$ cat src/rtl/dic_tx_fmt.sv
// dic_tx_fmt -- formats the current MM:SS time as an ASCII line for a UART.
//
// A one-cycle trig snapshots the four BCD digits, their visibility masks and
// (optionally) the alarm flag, then offers the frame one byte at a time on a
// valid/ready handshake:
//   MT MO SEP ST SO [AL] CR [LF]
// A trig that arrives while a frame is in progress is remembered in a single
// pending flag. The follow-up frame starts directly after the last byte, with
// no IDLE cycle in between.
//
// Optional feature macro: DIC_TX_ALARM_FLAG_EN
//   defined   -> an AL byte follows SO: '@' if the snapshotted alarm_en=1,
//                otherwise a space
//   undefined -> no AL byte, and alarm_en is ignored
//
// Ports:
//   clk                         clock, rising edge
//   rst                         synchronous active-high reset
//   trig                        one-cycle request to transmit the time
//   dMtens/dMones/dStens/dSones BCD digits (4 bits each)
//   dspMtens..dspSones          digit visible masks (0 -> space)
//   alarm_en                    alarm armed indicator
//   tx_rdy                      downstream can accept a byte
//   tx_data                     ASCII byte offered (8'h00 when idle)
//   tx_valid                    tx_data is valid
//   busy                        a frame is in progress
//
// State table:
//   IDLE | no frame in progress, tx_valid=0
//   MT   | offering the minutes tens digit
//   MO   | offering the minutes ones digit
//   SEP  | offering the separator character
//   ST   | offering the seconds tens digit
//   SO   | offering the seconds ones digit
//   AL   | offering the alarm flag (only with DIC_TX_ALARM_FLAG_EN)
//   CR   | offering carriage return
//   LF   | offering line feed (only when EOL_LF=1)
module dic_tx_fmt #(
  parameter logic [7:0] SEP_CHAR = 8'h3A,
  parameter int         EOL_LF   = 1
) (
  input  logic       clk,
  input  logic       rst,
  input  logic       trig,
  input  logic [3:0] dMtens,
  input  logic [3:0] dMones,
  input  logic [3:0] dStens,
  input  logic [3:0] dSones,
  input  logic       dspMtens,
  input  logic       dspMones,
  input  logic       dspStens,
  input  logic       dspSones,
  input  logic       alarm_en,
  input  logic       tx_rdy,
  output logic [7:0] tx_data,
  output logic       tx_valid,
  output logic       busy
);

  typedef enum logic [3:0] {
    IDLE,
    MT,
    MO,
    SEP,
    ST,
    SO,
`ifdef DIC_TX_ALARM_FLAG_EN
    AL,
`endif
    CR,
    LF
  } state_t;

  state_t     state;
  logic       pending;
  logic [3:0] snapMo, snapSt, snapSo;
  logic       visMo, visSt, visSo;
`ifdef DIC_TX_ALARM_FLAG_EN
  logic       snapAlarm;
`else
  logic       unusedAlarm;
  assign unusedAlarm = alarm_en;
`endif

  function automatic logic [7:0] digitChar(input logic [3:0] d, input logic vis);
    if (!vis)
      digitChar = 8'h20;
    else if (d > 4'd9)
      digitChar = 8'h3F;
    else
      digitChar = 8'h30 + {4'h0, d};
  endfunction

  logic xfer;
  logic lastByte;
  logic startFrame;

  assign xfer     = tx_valid && tx_rdy;
  assign lastByte = (state == LF) || ((state == CR) && (EOL_LF == 0));
  // A new frame starts from IDLE on trig, or back-to-back after the last
  // byte when a request is pending or arrives on that very cycle.
  assign startFrame = ((state == IDLE) && trig) ||
                      (xfer && lastByte && (pending || trig));

  always_ff @(posedge clk) begin
    if (rst) begin
      state    <= IDLE;
      pending  <= 1'b0;
      snapMo   <= 4'h0;
      snapSt   <= 4'h0;
      snapSo   <= 4'h0;
      visMo    <= 1'b0;
      visSt    <= 1'b0;
      visSo    <= 1'b0;
`ifdef DIC_TX_ALARM_FLAG_EN
      snapAlarm <= 1'b0;
`endif
      tx_data  <= 8'h00;
      tx_valid <= 1'b0;
      busy     <= 1'b0;
    end else if (startFrame) begin
      // The minutes tens digit goes out immediately, so it needs no snapshot.
      snapMo   <= dMones;
      snapSt   <= dStens;
      snapSo   <= dSones;
      visMo    <= dspMones;
      visSt    <= dspStens;
      visSo    <= dspSones;
`ifdef DIC_TX_ALARM_FLAG_EN
      snapAlarm <= alarm_en;
`endif
      pending  <= 1'b0;
      state    <= MT;
      tx_data  <= digitChar(dMtens, dspMtens);
      tx_valid <= 1'b1;
      busy     <= 1'b1;
    end else if (state != IDLE) begin
      if (trig)
        pending <= 1'b1;
      if (xfer) begin
        case (state)
          MT: begin
            state   <= MO;
            tx_data <= digitChar(snapMo, visMo);
          end
          MO: begin
            state   <= SEP;
            tx_data <= SEP_CHAR;
          end
          SEP: begin
            state   <= ST;
            tx_data <= digitChar(snapSt, visSt);
          end
          ST: begin
            state   <= SO;
            tx_data <= digitChar(snapSo, visSo);
          end
`ifdef DIC_TX_ALARM_FLAG_EN
          SO: begin
            state   <= AL;
            tx_data <= snapAlarm ? 8'h40 : 8'h20;
          end
          AL: begin
            state   <= CR;
            tx_data <= 8'h0D;
          end
`else
          SO: begin
            state   <= CR;
            tx_data <= 8'h0D;
          end
`endif
          CR: begin
            if (EOL_LF != 0) begin
              state   <= LF;
              tx_data <= 8'h0A;
            end else begin
              state    <= IDLE;
              tx_data  <= 8'h00;
              tx_valid <= 1'b0;
              busy     <= 1'b0;
            end
          end
          default: begin
            state    <= IDLE;
            tx_data  <= 8'h00;
            tx_valid <= 1'b0;
            busy     <= 1'b0;
          end
        endcase
      end
    end
  end

endmodule

$ cat config.mk
export PLATFORM = sky130hd
export DESIGN_NAME = dic_tx_fmt
export DESIGN_NICKNAME = d
export VERILOG_FILES = /design/src/rtl/dic_tx_fmt.sv
export SDC_FILE = /design/constraint.sdc
export NUM_CORES = 1
export LEC_CHECK = 0
export BUFFER_PORTS_ARGS = -buffer_cell sky130_fd_sc_hd__clkbuf_2
export CORE_AREA = 2 2 58 60
export CTS_BUF_LIST = sky130_fd_sc_hd__clkbuf_4
export DETAILED_ROUTE_END_ITERATION = 7
export DIE_AREA = 0 0 60 62
export PLACE_DENSITY = 0.68
export REMOVE_ABC_BUFFERS = 1
export SYNTH_ARGS = -nofsm -noshare
export SYNTH_HDL_FRONTEND = slang
export SYNTH_SLANG_ARGS = --single-unit
$ cat constraint.sdc
create_clock -name clk -period 3 [get_ports clk]
set_input_delay 0 -clock clk [delete_from_list [all_inputs] [get_ports clk]]
set_output_delay 0 -clock clk [all_outputs]
set_load 0.05 [all_outputs]
==> reports/results.tsv <==
metric	value	unit
RSZ-0062 raised after global routing	no	
post-synthesis sequential area ratio	38.7	%
synth warn	0	
clock latency on the worst-skew pair	0.32	ns
IO buf count	31	
share of the synthesized area in the top cell type	38.7	%
FMAX	457	MHz
P_int	0.499	mW
HPWL after DPL	2.15	mm
Seq pwr share	54.5	%
syn_area_per_cell	8.73	um^2
Setup Buffers After CTS	0	
Post-synth EDFFs	0	
top-count cell post-synth	nor2_1	
R2R Setup Slk	0.81	ns
worst relative slew slack	56.9	%
Synth Instances	154	
R2R Path Start	state[0]	
P_sw	0.240	mW
gr usage total	17.6	%
Comb power frac	25.9	%
max-slew violation count	0	
flops & latches, synth	26	
Initial Utilization	42.3	%
post_cts resized	0	
Sink Count	26	
fill count	315	
Critical-path top delay cell	dfxtp_1	
R2R depth	5	
max-cap viol count	0	
initial DRC count	78	
most frequent cells after synthesis	nor2_1, dfxtp_1, mux2i_1	
PwrDens	439	nW/um^2
dominant synthesized flop cell	dfxtp_1	
# IOs	35	
Min Hold Slack	0.0339	ns
Critical Path Fanout Max	19	
gpl congestion	0.714	
Distinct cells, synth	37	
fin nets	222	
Worst Min Path Start	dMtens[0]	
top cells by area, synth	dfxtp_1, mux2i_1, nor2_1	
TritonRoute pass-1 iters	4	
FF-to-FF End	snapSt[2]	
clk buf depth	2	
CTS buffer count	3	
crit path DAT	2.39	ns
global route overflow	0	
largest net degree at the start of global routing	27	
crit path buf inv count	1	
final hold violations	0	
vias in the first global route	1136	
fin crit period	2.19	ns
Setup TNS	0	ns
# setup viols final	0	
Max VDD drop	0.232	mV
share of post-route cells with drive strength above 1	19.5	%
row cnt	21	
clk slew on worst S/H paths	0.13	ns
Die W	60	um
die area	3720	um^2
CTS Hold Buffers Added	17	
Post-Syn Area	1340	um^2
Final ANT Viol Nets	0	
crit-path cells	o211ai_1 > o21ai_4 > buf_4 > mux2i_1 > nor2_1	
first-pass GRT wire length	4.97	mm
drt drc	0	
Via density	5.37	
Clock power frac	19.7	%
CTS HTree Levels	1	
Layout Area Growth over Synthesis	25.3	%
core area	3180	um^2
Critical Path End Type	flip-flop	
Antenna diodes	0	
Die Y	62	um
Crit path largest cell delay	0.71	ns
critical setup path kind	reg2reg	
worst clock skew	0.00832	ns
initial antenna violation count	0	
Required @ worst endpoint	3.20	ns
status	completed	
family with the most delay on the worst path	compound AO/OA/AOI/OAI gates	
Clock Tree Root	clkbuf_4	
Worst-Margin Slew	0.643	ns
Post-synth ARST share	0	%
Setup crit start kind	flip-flop	
hold endpoint	tx_data[0]	
Hold Path Stages	3	
part of the cycle the worst path needs	73.0	%
DR WL/cell	12.6	um
Hold/Removal Path Class	in2reg	
Synth area leader	dfxtp_1	
switch share	32.5	%
Lkg Pwr	0.699	nW
WL final	3.03	mm
routed via count	1295	
CTS tree	done	
==> routing by layer <==
layer  routed length, um  GRT usage [%]  up-vias
li1                    -              -      638
met1                1360           22.1      618
met2                1500           31.2       34
met3                 138           3.11        5
met4                  35           4.76        0
met5                   0              0        -
==> through the flow <==
| step | setup WS [ns] | power (mW) | area, um^2 | utilization (%) | instances |
|---|---|---|---|---|---|
| global placement | 0.894 | 0.578 | 1490 | 46.9 | 221 |
| finish | 0.810 | 0.739 | 1680 | 53.0 | 241 |
| floorplan | 0.574 | 0.528 | 1260 | - | 142 |
| CTS | 0.811 | 0.743 | 1680 | 53.0 | 241 |
| detailed placement | 0.817 | 0.585 | 1490 | 46.9 | 221 |
| global route | 0.536 | 0.784 | 1680 | 53.0 | 241 |
==> cell families after synthesis <==
family / share of synthesized area, %
AND/OR/NAND/NOR: 18.5
flip-flops: 38.7
other: 0.279
AO/OA/AOI/OAI: 22.3
multiplexers: 11.2
buffers and inverters: 7.08
XOR/XNOR: 1.96
==> layout by cell type, fill, tap and decap left out, types with 2 or more instances in the layout <==
| cell type | netlist | routed |
|---|---|---|
| clkbuf_2 | 0 | 31 |
| nor2_1 | 28 | 28 |
| dfxtp_1 | 26 | 26 |
| dlygate4sd3_1 | 0 | 17 |
| mux2i_1 | 15 | 15 |
| a21oi_1 | 9 | 9 |
| nand3_1 | 6 | 6 |
| a311oi_1 | 6 | 6 |
| o21a_1 | 6 | 6 |
| o21ai_0 | 6 | 6 |
| nor3_1 | 4 | 4 |
| o211ai_1 | 3 | 3 |
| inv_1 | 3 | 3 |
| nand2_1 | 3 | 3 |
| a21o_1 | 3 | 3 |
| clkbuf_4 | 0 | 3 |
| nor4bb_1 | 2 | 2 |
| o22ai_1 | 2 | 2 |
| o21bai_1 | 2 | 2 |
| and3_1 | 2 | 2 |
| xor2_1 | 2 | 2 |
| conb_1 | 1 | 2 |
| buf_4 | 4 | 2 |
==> power by group through the flow <==
stage                     logic, mW  clock network (mW)  registers (mW)
final                         0.191               0.145           0.403
after global routing          0.211               0.165           0.408
after CTS                     0.191               0.149           0.403
after detailed placement      0.174                   0           0.411
after global placement        0.169                   0           0.409
after floorplan              0.0868                   0           0.441
==> worst max-delay path by stage <==
stage / start / end / slack [ns] / depth (start not counted)
6_report: state[0] / snapSt[2] / 0.81 / 5
5_1_grt: state[0] / snapSt[0] / 0.54 / 5
4_1_cts: state[0] / snapSt[0] / 0.81 / 5
3_5_place_dp: state[0] / snapSt[0] / 0.82 / 5
3_3_place_gp: state[0] / visSo / 0.89 / 5
2_1_floorplan: busy / tx_data[0] / 0.57 / 4
==> sequential cells by signal, summed over array words and instances (netlist names) <==
| register | count |
|---|---|
| tx_data | 6 |
| snapMo | 4 |
| snapSo | 4 |
| snapSt | 4 |
| state | 3 |
| busy | 1 |
| pending | 1 |
| visMo | 1 |
| visSo | 1 |
| visSt | 1 |
==> cell type report <==
class	count	area, um^2	area share, %
Tap cell	46	57.6	3.42
Inverter	3	11.3	0.669
Timing Repair Buffer	50	340	20.2
Multi-Input combinational cell	113	732	43.5
Sequential cell	26	520	30.9
Clock buffer	3	22.5	1.34
==> worst reg2reg max path: cells and delay by family (launching register included) <==
kind,cells,cell delay [ns]
mux,1,0.19
compound gates,2,0.84
buf+inv,1,0.28
flops,1,0.71
simple gates,1,0.05
Power figures use the tool's default switching activity.
